$ cat src/rtl/mii_rx_deframer_if.sv
// mii_rx_deframer_if: MII receive pins plus the deframed byte stream.
// The deframer connects through the slave modport. The master modport is
// the view of whatever drives the MII pins and consumes the byte stream.
interface mii_rx_deframer_if;
  logic [3:0] rxd;
  logic       rx_dv;
  logic       rx_err;
  logic [7:0] out_data;
  logic       out_valid;
  logic       out_sop;
  logic       out_eop;
  logic       out_err;

  modport master (
    output rxd, rx_dv, rx_err,
    input  out_data, out_valid, out_sop, out_eop, out_err
  );

  modport slave (
    input  rxd, rx_dv, rx_err,
    output out_data, out_valid, out_sop, out_eop, out_err
  );
endinterface

$ cat src/rtl/mii_rx_deframer.sv
// mii_rx_deframer: strips the preamble/SFD from an MII receive stream.
// It assembles nibbles into bytes (low nibble first) and forwards them with
// a one-byte delay, so that the final byte can carry eop and the frame verdict.
// Optional feature: define MII_RX_CRC_CHECK_EN to add an FCS (CRC-32) residue
// check to the frame verdict.
module mii_rx_deframer #(
  parameter int MIN_FRAME_BYTES = 64,
  parameter int MAX_FRAME_BYTES = 1518
) (
  input  logic                rx_clk,
  input  logic                rst,
  mii_rx_deframer_if.slave    mii,
  output logic [15:0]         frames_ok_cnt,
  output logic [15:0]         frames_err_cnt
);

  localparam int CNT_W = $clog2(MAX_FRAME_BYTES + 2);
  localparam logic [CNT_W-1:0] CNT_SAT = CNT_W'(MAX_FRAME_BYTES + 1);
  localparam logic [CNT_W-1:0] LEN_MIN = CNT_W'(MIN_FRAME_BYTES);
  localparam logic [CNT_W-1:0] LEN_MAX = CNT_W'(MAX_FRAME_BYTES);

  typedef enum logic [1:0] {
    ST_IDLE     = 2'd0,
    ST_PREAMBLE = 2'd1,
    ST_DATA     = 2'd2,
    ST_DROP     = 2'd3
  } state_t;

  state_t           state_r;
  state_t           state_nxt_s;

  logic [3:0]       low_nib_r;
  logic             nib_phase_r;   // 1: the low nibble is captured and the high nibble is due
  logic [7:0]       hold_data_r;
  logic             hold_vld_r;
  logic             sop_pend_r;    // no byte of this frame has been emitted yet
  logic             err_r;         // rx_err was seen during DATA
  logic [CNT_W-1:0] byte_cnt_r;

  logic [7:0]       out_data_r;
  logic             out_valid_r;
  logic             out_sop_r;
  logic             out_eop_r;
  logic             out_err_r;

  logic [7:0]       out_data_nxt_s;
  logic             out_valid_nxt_s;
  logic             out_sop_nxt_s;
  logic             out_eop_nxt_s;
  logic             out_err_nxt_s;

  logic             byte_done_s;
  logic             frame_end_s;
  logic             beat_s;
  logic             len_bad_s;
  logic             crc_bad_s;
  logic             frame_bad_s;
  logic             ok_inc_s;
  logic             err_inc_s;

`ifdef MII_RX_CRC_CHECK_EN
  logic [31:0]      crc_r;

  // Reflected CRC-32 (poly 0xEDB88320), one byte per call, no final inversion.
  function automatic logic [31:0] crc32_byte(input logic [31:0] crc_in, input logic [7:0] data_in);
    logic [31:0] c;
    c = crc_in ^ {24'd0, data_in};
    for (int b = 0; b < 8; b++) begin
      if (c[0]) begin
        c = (c >> 1) ^ 32'hEDB8_8320;
      end else begin
        c = c >> 1;
      end
    end
    return c;
  endfunction

  // The shift-right register leaves the residue bit-reversed. Reverse it back
  // so that it compares against the familiar 0xC704DD7B magic value.
  function automatic logic [31:0] bit_rev32(input logic [31:0] v);
    logic [31:0] r;
    for (int i = 0; i < 32; i++) begin
      r[i] = v[31-i];
    end
    return r;
  endfunction

  assign crc_bad_s = (bit_rev32(crc_r) != 32'hC704_DD7B);
`else
  assign crc_bad_s = 1'b0;
`endif

  assign byte_done_s = (state_r == ST_DATA) && mii.rx_dv && nib_phase_r;
  assign frame_end_s = (state_r == ST_DATA) && !mii.rx_dv;
  assign beat_s      = hold_vld_r && (byte_done_s || frame_end_s);
  assign len_bad_s   = (byte_cnt_r < LEN_MIN) || (byte_cnt_r > LEN_MAX);
  // A leftover low nibble (nib_phase_r) at end of frame is a dribble error.
  assign frame_bad_s = err_r || nib_phase_r || len_bad_s || crc_bad_s;
  // A frame with no complete byte emits nothing and counts as an error.
  assign ok_inc_s    = frame_end_s && hold_vld_r && !frame_bad_s;
  assign err_inc_s   = frame_end_s && !(hold_vld_r && !frame_bad_s);

  assign mii.out_data  = out_data_r;
  assign mii.out_valid = out_valid_r;
  assign mii.out_sop   = out_sop_r;
  assign mii.out_eop   = out_eop_r;
  assign mii.out_err   = out_err_r;

  // State register.
  always_ff @(posedge rx_clk) begin
    if (rst) begin
      state_r <= ST_IDLE;
    end else begin
      state_r <= state_nxt_s;
    end
  end

  // Next-state logic: preamble/SFD detection and end-of-carrier handling.
  always_comb begin
    state_nxt_s = state_r;
    case (state_r)
      ST_IDLE: begin
        if (!mii.rx_dv) begin
          state_nxt_s = ST_IDLE;
        end else if (mii.rxd == 4'h5) begin
          state_nxt_s = ST_PREAMBLE;
        end else begin
          state_nxt_s = ST_DROP;
        end
      end
      ST_PREAMBLE: begin
        if (!mii.rx_dv) begin
          state_nxt_s = ST_IDLE;
        end else if (mii.rxd == 4'h5) begin
          state_nxt_s = ST_PREAMBLE;
        end else if (mii.rxd == 4'hD) begin
          state_nxt_s = ST_DATA;
        end else begin
          state_nxt_s = ST_DROP;
        end
      end
      ST_DATA: begin
        if (!mii.rx_dv) begin
          state_nxt_s = ST_IDLE;
        end else begin
          state_nxt_s = ST_DATA;
        end
      end
      ST_DROP: begin
        if (!mii.rx_dv) begin
          state_nxt_s = ST_IDLE;
        end else begin
          state_nxt_s = ST_DROP;
        end
      end
      default: state_nxt_s = ST_IDLE;
    endcase
  end

  // Output decode: emit the held byte; eop and the verdict travel with the last one.
  always_comb begin
    out_valid_nxt_s = 1'b0;
    out_sop_nxt_s   = 1'b0;
    out_eop_nxt_s   = 1'b0;
    out_err_nxt_s   = 1'b0;
    out_data_nxt_s  = out_data_r;
    if (beat_s) begin
      out_valid_nxt_s = 1'b1;
      out_data_nxt_s  = hold_data_r;
      out_sop_nxt_s   = sop_pend_r;
      out_eop_nxt_s   = frame_end_s;
      out_err_nxt_s   = frame_end_s && frame_bad_s;
    end else begin
      out_valid_nxt_s = 1'b0;
      out_data_nxt_s  = out_data_r;
    end
  end

  // Datapath: nibble assembly, one-byte hold, length/error tracking, outputs, counters.
  always_ff @(posedge rx_clk) begin
    if (rst) begin
      low_nib_r      <= 4'd0;
      nib_phase_r    <= 1'b0;
      hold_data_r    <= 8'd0;
      hold_vld_r     <= 1'b0;
      sop_pend_r     <= 1'b1;
      err_r          <= 1'b0;
      byte_cnt_r     <= '0;
      out_data_r     <= 8'd0;
      out_valid_r    <= 1'b0;
      out_sop_r      <= 1'b0;
      out_eop_r      <= 1'b0;
      out_err_r      <= 1'b0;
      frames_ok_cnt  <= 16'd0;
      frames_err_cnt <= 16'd0;
`ifdef MII_RX_CRC_CHECK_EN
      crc_r          <= 32'hFFFF_FFFF;
`endif
    end else begin
      out_data_r  <= out_data_nxt_s;
      out_valid_r <= out_valid_nxt_s;
      out_sop_r   <= out_sop_nxt_s;
      out_eop_r   <= out_eop_nxt_s;
      out_err_r   <= out_err_nxt_s;

      if (state_r != ST_DATA) begin
        // Outside DATA: prepare a clean frame context for the next SFD.
        nib_phase_r <= 1'b0;
        hold_vld_r  <= 1'b0;
        sop_pend_r  <= 1'b1;
        err_r       <= 1'b0;
        byte_cnt_r  <= '0;
`ifdef MII_RX_CRC_CHECK_EN
        crc_r       <= 32'hFFFF_FFFF;
`endif
      end else if (mii.rx_dv) begin
        err_r <= err_r | mii.rx_err;
        if (!nib_phase_r) begin
          low_nib_r   <= mii.rxd;
          nib_phase_r <= 1'b1;
        end else begin
          nib_phase_r <= 1'b0;
          hold_data_r <= {mii.rxd, low_nib_r};
          hold_vld_r  <= 1'b1;
          if (hold_vld_r) begin
            sop_pend_r <= 1'b0;
          end
          if (byte_cnt_r != CNT_SAT) begin
            byte_cnt_r <= byte_cnt_r + CNT_W'(1);
          end
`ifdef MII_RX_CRC_CHECK_EN
          crc_r <= crc32_byte(crc_r, {mii.rxd, low_nib_r});
`endif
        end
      end

      if (ok_inc_s) begin
        frames_ok_cnt <= frames_ok_cnt + 16'd1;
      end
      if (err_inc_s) begin
        frames_err_cnt <= frames_err_cnt + 16'd1;
      end
    end
  end

endmodule

$ cat src/flat_wrapper.sv
// flat-port wrapper written by rule: the top's interface ports become plain ports
module mii_rx_deframer_flat 
#(
  parameter int MIN_FRAME_BYTES = 64,
  parameter int MAX_FRAME_BYTES = 1518
)
  (rx_clk, rst, frames_ok_cnt, frames_err_cnt, mii_rxd, mii_rx_dv, mii_rx_err, mii_out_data, mii_out_valid, mii_out_sop, mii_out_eop, mii_out_err);
  mii_rx_deframer_if mii_i ();
  input  logic rx_clk;
  input  logic rst;
  output logic [15:0] frames_ok_cnt;
  output logic [15:0] frames_err_cnt;
  input wire logic [$bits(mii_i.rxd)-1:0] mii_rxd;
  input wire logic [$bits(mii_i.rx_dv)-1:0] mii_rx_dv;
  input wire logic [$bits(mii_i.rx_err)-1:0] mii_rx_err;
  output wire logic [$bits(mii_i.out_data)-1:0] mii_out_data;
  output wire logic [$bits(mii_i.out_valid)-1:0] mii_out_valid;
  output wire logic [$bits(mii_i.out_sop)-1:0] mii_out_sop;
  output wire logic [$bits(mii_i.out_eop)-1:0] mii_out_eop;
  output wire logic [$bits(mii_i.out_err)-1:0] mii_out_err;
  assign mii_i.rxd = mii_rxd;
  assign mii_i.rx_dv = mii_rx_dv;
  assign mii_i.rx_err = mii_rx_err;
  assign mii_out_data = mii_i.out_data;
  assign mii_out_valid = mii_i.out_valid;
  assign mii_out_sop = mii_i.out_sop;
  assign mii_out_eop = mii_i.out_eop;
  assign mii_out_err = mii_i.out_err;
  mii_rx_deframer #(.MIN_FRAME_BYTES(MIN_FRAME_BYTES), .MAX_FRAME_BYTES(MAX_FRAME_BYTES)) u_core (.rx_clk(rx_clk), .rst(rst), .mii(mii_i), .frames_ok_cnt(frames_ok_cnt), .frames_err_cnt(frames_err_cnt));
endmodule
$ cat config.mk
export PLATFORM = sky130hd
export DESIGN_NAME = mii_rx_deframer_flat
export DESIGN_NICKNAME = d
export VERILOG_FILES = /design/src/rtl/mii_rx_deframer_if.sv /design/src/rtl/mii_rx_deframer.sv /design/src/flat_wrapper.sv
export SDC_FILE = /design/constraint.sdc
export NUM_CORES = 1
export LEC_CHECK = 0
export CAP_MARGIN = 40
export CORE_ASPECT_RATIO = 0.7
export CORE_MARGIN = 2
export CORE_UTILIZATION = 53
export DETAILED_ROUTE_END_ITERATION = 8
export GPL_TIMING_DRIVEN = 1
export PLACE_DENSITY = 0.79
export SYNTH_ARGS = -nofsm -noshare
export SYNTH_HDL_FRONTEND = slang
export SYNTH_SLANG_ARGS = --single-unit
export TNS_END_PERCENT = 20
$ cat constraint.sdc
create_clock -name rx_clk -period 2.65 [get_ports rx_clk]
set_input_delay 0.53 -clock rx_clk [delete_from_list [all_inputs] [get_ports rx_clk]]
set_output_delay 0.53 -clock rx_clk [all_outputs]
set_load 0.02 [all_outputs]
==> metrics.csv <==
stage;metric;value;unit
worst_setup_path;cp.arrival;2580;ps
floorplan;start_util;0.550;
timing;hold_viol;0;
synthesis;seq_area_frac_synth;0.464;
outcome;status;complete, no violations;
floorplan;fp.dieW;96.2;um
hold_path;hp-start;u_core.mii.out_data[6];
global_route;grt_max_degree;56;
global_route;grt_antenna_before_repair;0;
synthesis;postSynthAreaPerCell;8.59;um2
job;drv_cap;0;
global_route;grt-ovfl-total;0;
synthesis;netlist_area;3150;um2
timing;worst_hold_slack;456;ps
timing;setup_slack;363;ps
floorplan;fp.dieArea;6590;um2
worst_setup_path;worst-r2r-setup-slack;540;ps
cts;htreeDepth;3;
route;wirelength;7.05;mm
cts;cts_inserted_buffers;9;
timing;drv_slew;0;
pwr;leakage;0.00133;uW
placed_design;hpwl;4.89;mm
cts;cts-root-buf;clkbuf_8;
timing;slew_headroom;0.590;
route;drt_pass1_iterations;4;
global_route;top_usage_layer;met2;
floorplan;io_pins;52;
global_route;grt_use_met2;0.392;
synthesis;synthTopCellsByArea;dfxtp_1 46%, nor2_1 6.0%, nand2_1 5.5%;
cells_and_area;nets;434;
timing;finalClockSkew;9.55;ps
worst_setup_path;worstReg2RegStart;u_core.byte_cnt_r[0];
synthesis;synthCells;367;
cells_and_area;post-route-cell-area;3970;um2
route;vias;2802;
timing;finalSetupViolCount;0;
timing;fin_crit_sh;0.863;
worst_setup_path;rr_endpoint;u_core.frames_err_cnt[4];
synthesis;ys_async_sr_fraction;0;
route;drc_errors;0;
worst_setup_path;crit_fanout;10;
timing;fmax;0.437;GHz
timing;finalCriticalPeriod;2290;ps
synthesis;yosys_warnings;0;
global_route;grt_pass1_vias;2559;
route;ant_nets;0;
route;routedWlPerCell;14.0;um
placed_design;io_buffer_count;51;
cells_and_area;drive_gt1_frac;0.0796;
worst_setup_path;required;2940;ps
worst_setup_path;cp-end-kind;flip-flop;
synthesis;synth_seq_cells;73;
timing;rsz0062_at_grt;false;
worst_setup_path;crit_type;in -> reg;
synthesis;ys_types;46;
synthesis;syn-num-nets;379;
global_route;use_met3;0.0935;
synthesis;post-synth-top-area-fraction;0.464;
global_route;globalRouteMet1Util;0.287;
cts;cts_resized;0;
worst_setup_path;cp-start-kind;input port;
cells_and_area;area_growth;25.9;%
cts;clk_latency;370;ps
worst_setup_path;r2r_cells;7;
timing;worst_pin_slew;614;ps
placed_design;globalplace.congestion;0.808;
synthesis;synth_edf_count;0;
route;vias_per_cell;5.58;
floorplan;rows;23;
cells_and_area;diodes;0;
global_route;track_usage;0.235;
synthesis;synth_ff_type;dfxtp_1;
cts;clk_pin_slew;80;ps
placed_design;dpl_worst_slack;-122;ps
route;drt_iter0_drc;97;
hold_path;worstHoldPathCells;2;
placed_design;place_area;3730;um2
pwr;finalPower;2150;uW
cts;cts.sinks;73;
synthesis;synth_top_area_cell;dfxtp_1;
global_route;grt_pass1_wl;11.7;mm
floorplan;die_y;68.5;um
hold_path;holdPathEnd;u_core.mii.out_data[6];
cts;cts_tree;built;
pwr;vdd_drop_max;0.592;mV
pwr;p_per_area;543;nW/um2
cts;cts.path.max_buffers;2;
hold_path;hp-class;reg -> reg;
floorplan;coreArea;5730;um2
==> routing by layer <==
metal  wire length, um  part of all wire
met5                 0                 0
met4                89             0.013
met3               367             0.052
met2              3370              0.48
met1              3220              0.46
==> worst max path at each step <==
stage / start / endpoint / slack (ps) / cells past startpoint
6_report: mii_rx_dv / u_core.frames_ok_cnt[11] / 360 / 8
3_5_place_dp: mii_rx_dv / u_core.frames_ok_cnt[13] / -120 / 6
2_1_floorplan: mii_rx_dv / u_core.frames_ok_cnt[14] / 750 / 6
3_3_place_gp: mii_rx_dv / u_core.frames_ok_cnt[15] / 20 / 6
4_1_cts: mii_rx_dv / u_core.frames_ok_cnt[13] / 230 / 6
5_1_grt: mii_rx_dv / u_core.frames_ok_cnt[15] / 230 / 7
==> state kept, by name, indices dropped and copies added (netlist names) <==
signal and cells:
u_core.hold_data_r 8, u_core.byte_cnt_r 11, u_core.low_nib_r 4, u_core.mii.out_valid 1
u_core.sop_pend_r 1, u_core.mii.out_eop 1, u_core.state_r 2, u_core.err_r 1
u_core.mii.out_err 1, u_core.mii.out_sop 1, u_core.frames_ok_cnt 16, u_core.hold_vld_r 1
u_core.mii.out_data 8, u_core.frames_err_cnt 16, u_core.nib_phase_r 1
==> kinds of logic after synthesis <==
kind of cell / share of synthesized area
AND/OR/NAND/NOR: 0.254
flip-flops: 0.464
AO/OA/AOI/OAI: 0.138
XOR/XNOR: 0.0778
buffers and inverters: 0.0314
multiplexers: 0.0191
adder cells (fa/ha/maj): 0.0159
==> placed cells by master, fill, tap and decap left out, types with 2 or more instances in the layout <==
master	synthesis	final
xnor2_1	11	11
and2_1	3	3
buf_4	0	8
or3_1	11	11
xor2_1	17	17
dfxtp_1	73	73
nand2_1	46	46
o211ai_1	4	4
clkdlybuf4s50_1	0	50
nor3_1	4	4
nand3_1	11	11
ha_1	4	4
nand2b_1	4	4
clkinvlp_4	0	2
nor2_1	50	50
or2_2	2	2
inv_1	8	8
and4_1	5	5
clkbuf_8	0	9
inv_6	0	3
o31ai_1	2	2
bufinv_16	0	2
and3_1	5	5
mux2i_1	6	6
o2111ai_1	3	3
nand4_1	12	12
or4_1	2	2
a211oi_1	5	5
o21ai_0	12	12
a21oi_1	33	33
==> per-stage QoR <==
| stage | cells | util | setup TNS (ps) |
|---|---|---|---|
| after floorplan | 367 | - | 0 |
| after global placement | 484 | 0.651 | 0 |
| after detailed placement | 484 | 0.651 | -291 |
| after CTS | 500 | 0.690 | 0 |
| after global routing | 502 | 0.693 | 0 |
| final | 502 | 0.693 | 0 |
==> area by class of cell <==
type	count	area, um2
Clock inverter	7	101
Timing Repair Buffer	59	566
Clock buffer	9	124
Inverter	8	30.0
Fill cell	487	1760
Multi-Input combinational cell	271	1590
Tap cell	75	93.8
Sequential cell	73	1460
==> power by group <==
group	switching, uW	internal (uW)	leakage [uW]	total (uW)
Sequential	5.72	1100	0.000589	1110
Combinational	36.9	22.8	0.000631	59.7
Clock	447	539	0.000107	986
==> cell usage after synthesis, drive strengths merged (2+ instances only) <==
| library cell | number |
|---|---|
| and3 | 5 |
| nand3 | 11 |
| dfxtp | 73 |
| a21oi | 33 |
| xor2 | 17 |
| o31ai | 2 |
| nor3 | 4 |
| or4 | 2 |
| mux2i | 6 |
| clkbuf | 10 |
| buf | 5 |
| nand2 | 46 |
| o21ai | 13 |
| nand2b | 4 |
| a21o | 2 |
| nor2 | 50 |
| or2 | 2 |
| and4 | 5 |
| xnor2 | 11 |
| nand4 | 12 |
| ha | 4 |
| o211ai | 5 |
| or3 | 11 |
| o2111ai | 3 |
| inv | 8 |
| a211oi | 6 |
| and2 | 3 |
==> repair_timing <==
action / in CTS / in global routing
setup buffers: 0 / 2
endpoints found under the hold margin: 0 / 0
hold buffers: 0 / 0
endpoints found under the setup margin: 0 / 2
==> critical path: stages <==
cell and delay (ps):
clkdlybuf4s50_1 440, nor3b_1 390, a21boi_2 320, nand4_1 120, buf_4 190, buf_4 140, or3_1 300, a21oi_1 140
(Power assumes the default switching activity.)
